<file path="src/rtl/mul_arbiter.sv">
// mul_arbiter: several requesters share one pipelined W x W unsigned multiplier.
//
// Arbitration is round-robin and combinational. The operands of the granted
// requester are captured at the grant edge. The full 2W-bit product comes back
// LAT cycles later on a shared bus, together with a one-hot ack. Each requester
// can have at most one operation outstanding: its pending bit masks it from
// arbitration until the edge that ends its ack cycle.
//
// Parameters:
//   N    number of requesters (2..8; N=1 also works)
//   W    operand width
//   LAT  pipeline depth in cycles (1..4)
//
// Ports:
//   clk     clock, posedge
//   rst     synchronous active-high reset
//   req     per-requester request level
//   a_flat  operand A, requester i at [i*W +: W]
//   b_flat  operand B, same packing
//   gnt     one-hot grant (combinational)
//   ack     one-hot result strobe, registered
//   prod    full 2W-bit product, 0 when ack is 0
//   ovf     upper W bits of prod nonzero (only when MUL_ARB_OVF_EN is defined)
//   idle    nothing pending and nothing in flight
//
// Optional feature: define MUL_ARB_OVF_EN to enable the registered overflow
// flag. Without it, ovf is tied to 0.
module mul_arbiter #(
  parameter int N   = 4,
  parameter int W   = 32,
  parameter int LAT = 2
) (
  input  logic           clk,
  input  logic           rst,
  input  logic [N-1:0]   req,
  input  logic [N*W-1:0] a_flat,
  input  logic [N*W-1:0] b_flat,
  output logic [N-1:0]   gnt,
  output logic [N-1:0]   ack,
  output logic [2*W-1:0] prod,
  output logic           ovf,
  output logic           idle
);

  localparam int PW = (N > 1) ? $clog2(N) : 1;

  logic [PW-1:0]  rr_ptr;
  logic [PW-1:0]  rr_nxt;
  logic [N-1:0]   pending;
  logic [N-1:0]   elig;
  logic [W-1:0]   a_sel;
  logic [W-1:0]   b_sel;

  logic [LAT-1:0] vld_p;
  logic [N-1:0]   tag_p  [LAT];
  logic [2*W-1:0] prod_p [LAT];

  function automatic logic [2*W-1:0] mul_full(input logic [W-1:0] a,
                                               input logic [W-1:0] b);
    return {{W{1'b0}}, a} * {{W{1'b0}}, b};
  endfunction

  assign elig = req & ~pending;

  // Search upward from rr_ptr and wrap at N-1. The pointer moves to one past
  // the winner, so the winner has the lowest priority next time.
  always_comb begin
    int   idx;
    logic found;
    gnt    = '0;
    rr_nxt = rr_ptr;
    found  = 1'b0;
    idx    = 0;
    for (int k = 0; k < N; k++) begin
      idx = int'(rr_ptr) + k;
      if (idx >= N) idx = idx - N;
      if (!found && elig[idx]) begin
        found    = 1'b1;
        gnt[idx] = 1'b1;
        rr_nxt   = (idx == N - 1) ? '0 : PW'(idx + 1);
      end
    end
  end

  // gnt is one-hot, so an AND-OR mux is enough to select the operands.
  always_comb begin
    a_sel = '0;
    b_sel = '0;
    for (int i = 0; i < N; i++) begin
      a_sel = a_sel | (a_flat[i*W +: W] & {W{gnt[i]}});
      b_sel = b_sel | (b_flat[i*W +: W] & {W{gnt[i]}});
    end
  end

  // A requester cannot be granted and acked in the same cycle: a grant needs
  // pending clear, and an ack implies pending set.
  always_ff @(posedge clk) begin
    if (rst) begin
      pending <= '0;
      rr_ptr  <= '0;
      vld_p   <= '0;
    end else begin
      pending  <= (pending | gnt) & ~ack;
      rr_ptr   <= rr_nxt;
      vld_p[0] <= |gnt;
      for (int s = 1; s < LAT; s++) vld_p[s] <= vld_p[s-1];
    end
  end

  // Stage 0: capture the tag and product of the granted requester.
  // Stages 1..LAT-1: delay line; the last stage drives the result bus.
  always_ff @(posedge clk) begin
    tag_p[0]  <= gnt;
    prod_p[0] <= mul_full(a_sel, b_sel);
    for (int s = 1; s < LAT; s++) begin
      tag_p[s]  <= tag_p[s-1];
      prod_p[s] <= prod_p[s-1];
    end
  end

  // Data registers have no reset, so the last-stage valid gates the result
  // bus to zero.
  assign ack  = vld_p[LAT-1] ? tag_p[LAT-1]  : '0;
  assign prod = vld_p[LAT-1] ? prod_p[LAT-1] : '0;
  assign idle = (pending == '0) && (vld_p == '0);

`ifdef MUL_ARB_OVF_EN
  function automatic logic hi_nonzero(input logic [2*W-1:0] p);
    return |p[2*W-1:W];
  endfunction

  logic [LAT-1:0] ovf_p;

  // The overflow flag travels with its product through the same stages.
  always_ff @(posedge clk) begin
    ovf_p[0] <= hi_nonzero(mul_full(a_sel, b_sel));
    for (int s = 1; s < LAT; s++) ovf_p[s] <= ovf_p[s-1];
  end

  assign ovf = vld_p[LAT-1] & ovf_p[LAT-1];
`else
  assign ovf = 1'b0;
`endif

endmodule

</file>
<file path="config.mk">
export PLATFORM = sky130hd
export DESIGN_NAME = mul_arbiter
export DESIGN_NICKNAME = d
export VERILOG_FILES = /design/src/rtl/mul_arbiter.sv
export SDC_FILE = /design/constraint.sdc
export NUM_CORES = 2
export LEC_CHECK = 0
export BUFFER_PORTS_ARGS = -buffer_cell sky130_fd_sc_hd__buf_2
export CAP_MARGIN = 5
export CORE_MARGIN = 10
export CORE_UTILIZATION = 46
export CTS_CLUSTER_SIZE = 10
export DETAILED_ROUTE_END_ITERATION = 10
export PLACE_DENSITY_LB_ADDON = 0.2
export REMOVE_ABC_BUFFERS = 1
export SLEW_MARGIN = 10
export SYNTH_ARGS = -nofsm -noshare
export SYNTH_HDL_FRONTEND = slang
export SYNTH_SLANG_ARGS = --single-unit
</file>
<file path="constraint.sdc">
create_clock -name clk -period 12.7 [get_ports clk]
set_input_delay 0.635 -clock clk [delete_from_list [all_inputs] [get_ports clk]]
set_output_delay 0.635 -clock clk [all_outputs]
set_load 0.01 [all_outputs]
</file>
==> flow_summary_export.csv <==
group,metric,value,unit
grt,grt_max_degree,70,
synthesis,synth_flop_cell,"dfxtp_1",
detailed_routing,drtIter0Drc,2375,
floorplan,core_area,0.08224,mm^2
layout,area_growth,8.839,%
grt,grtUsageTotal,27.92,%
layout,nets,5843,
critical_path,startpoint,"rr_ptr[0]",
clock_tree,clk_pin_slew,0.06,ns
detailed_routing,drc,0,
clock_tree,clkLatencyLatePin,0.42,ns
run,drv_cap,0,
detailed_routing,vias,30600,
placement,gp_congestion,0.9532,
min_path,min_from,"tag_p[0][1]",
detailed_routing,wl_met3,10.87,mm
synthesis,synth_common_cells,"fa_1, inv_1, nor2_1",
clock_tree,cts_tree,"done",
detailed_routing,wl,131.3,mm
timing,fmax,87.79,MHz
detailed_routing,top_layer,"met4",
timing,hold_ws,0.3235,ns
critical_path,cp_slowest_cell,"a221oi_2",
synthesis,synthDistinctLibCells,66,
synthesis,syn_avg_cell_area,9.121,um^2
detailed_routing,post_drt_wl_per_cell,23.88,um
placement,pre_cts_ws,1.394,ns
detailed_routing,drtAntennaViolNets,0,
placement,dp_hpwl,107.6,mm
detailed_routing,viasPerCell,5.565,
synthesis,synth_area_leaders,"fa_1, ha_1, inv_1, dfxtp_1, nor2_1",
timing,clock_skew,0.01422,ns
grt,grt_pass1_vias,32740,
synthesis,async_reset_ff_share,0,%
floorplan,fp.dieArea,0.09505,mm^2
synthesis,synth.most_common_cell,"fa_1",
synthesis,synthCells,4192,
detailed_routing,wl_met1,49.10,mm
timing,setup_viol,0,
floorplan,io-pin-count,336,
synthesis,yosys_register_bits,144,
floorplan,num_rows,105,
clock_tree,clock_sinks,144,
timing,slew_violations,0,
grt,grt_pass1_wl,199.0,mm
timing,hold_viol_final,0,
clock_tree,cts_buffers,17,
min_path,hp-class,"reg2reg",
critical_path,crit_type,"reg2reg",
synthesis,yosys.area.top_type,"fa_1",
timing,setup_tns,0,ns
critical_path,r2r_start,"rr_ptr[0]",
grt,antenna_found_initial,2,
detailed_routing,dr_wl_met2,62.41,mm
outcome,outcome,"finished clean",
timing,worst_pin_slew,1.293,ns
critical_path,start_kind,"flop",
timing,slew_headroom,13.79,%
floorplan,die_w,308.3,um
floorplan,die_y,308.3,um
clock_tree,htree_levels,4,
clock_tree,root_buffer,"clkbuf_16",
grt,grt_overflow,0,
critical_path,slowest_delay,0.93,ns
timing,finalCritPeriodShare,89.69,%
synthesis,syn_area,0.03823,mm^2
clock_tree,cts_setup_buffers,0,
synthesis,ys_warn_count,0,
timing,layout_setup_ws,1.310,ns
clock_tree,hold_buffers,0,
critical_path,r2r_setup_slack,1.31,ns
critical_path,crit_top_cell,"fa_1",
layout,drive_above_1_share,12.69,%
timing,rsz0062_at_grt,"false",
floorplan,start_util,46.49,%
detailed_routing,drtPass1Iterations,5,
synthesis,synth_edf_count,0,
critical_path,crit_required,13.01,ns
critical_path,r2r_end,"prod_p[0][59]",
critical_path,endpoint,"prod_p[0][59]",
critical_path,crit_path_max_fanout,41,
critical_path,reg2reg_depth,31,
synthesis,synth_seq_area_share,7.540,%
synthesis,netlist.area_leader.share,46.91,%
critical_path,crit_arrival,11.70,ns
clock_tree,cts_resized,0,
critical_path,crit_path_end_kind,"flop",
placement,port_buffers,334,
clock_tree,clock_path_buffers,2,
timing,min_period,11.39,ns
cell usage in the layout (no fill, tap or decap), types with 41 or more instances in the layout:
cell type | Yosys | final
a221o_1 | 61 | 58
nor2_1 | 646 | 646
ha_1 | 270 | 270
buf_4 | 13 | 110
a221oi_2 | 42 | 41
fa_1 | 896 | 896
and2_1 | 78 | 78
a21oi_1 | 73 | 73
dfxtp_1 | 144 | 143
inv_1 | 858 | 858
nand2_1 | 463 | 462
buf_2 | 187 | 334
a22o_1 | 66 | 66
o21ai_0 | 57 | 57
worst max-delay path: cells and delay by family, from the launching register on:
| kind | cells | cell delay [ns] |
|---|---|---|
| fa+ha+maj | 10 | 4.54 |
| compound gates | 11 | 4.28 |
| buf+inv | 7 | 1.19 |
| flops | 1 | 0.54 |
| mux | 1 | 0.37 |
| xor+xnor | 1 | 0.17 |
| simple gates | 1 | 0.08 |
per-stage QoR:
| step | cell area (um^2) | util (%) | std cells |
|---|---|---|---|
| after floorplan | 36980 | - | 3949 |
| after global placement | 41020 | 49.88 | 5466 |
| after detailed placement | 41020 | 49.88 | 5466 |
| after CTS | 41610 | 50.60 | 5498 |
| after global routing | 41610 | 50.60 | 5498 |
| final | 41610 | 50.60 | 5499 |
metal layers:
| metal | vias to the layer above | global-route usage (%) |
|---|---|---|
| met1 | 15700 | 33.95 |
| li1 | 13150 | - |
| met4 | 0 | 15.47 |
| met3 | 353 | 5.584 |
| met2 | 1396 | 46.11 |
| met5 | - | 0 |
worst min-delay path by stage:
| stage | to | slack, ns | cells past startpoint |
|---|---|---|---|
| after floorplan | prod_p[0][100] | 0.31 | 0 |
| after global placement | tag_p[0][5] | 0.31 | 0 |
| after detailed placement | prod_p[0][78] | 0.31 | 0 |
| after CTS | tag_p[0][5] | 0.32 | 0 |
| after global routing | prod_p[0][72] | 0.32 | 0 |
| final | tag_p[0][5] | 0.32 | 0 |
area by class of cell:
class | count | area, um^2
inverters | 858 | 3221
flip-flops and latches | 144 | 2884
fillers | 7838 | 40630
clock inverters | 13 | 148.9
clock buffers | 19 | 442.9
diodes | 1 | 2.502
repair buffers | 447 | 2557
well taps | 1070 | 1339
multi-input cells | 2947 | 31020
registers in the layout, summed over array words and instances, names as in the netlist:
register,count
pending,4
prod_p,128
rr_ptr,2
tag_p,8
vld_p,2
kinds of logic (layout without fill, tap and decap cells):
group	Yosys count	after routing	share of synthesized area (%)
simple gates	1294	1294	13.87
other cells	1	2	0.009808
compound gates	424	424	9.690
fa+ha+maj	1166	1166	55.75
xor+xnor	59	59	1.352
buf+inv	1101	1337	11.71
flops	144	144	7.540
mux	3	3	0.08181
Power is not shown: default switching activity piles up to over one toggle a cycle in this logic, so the estimate is an artifact.
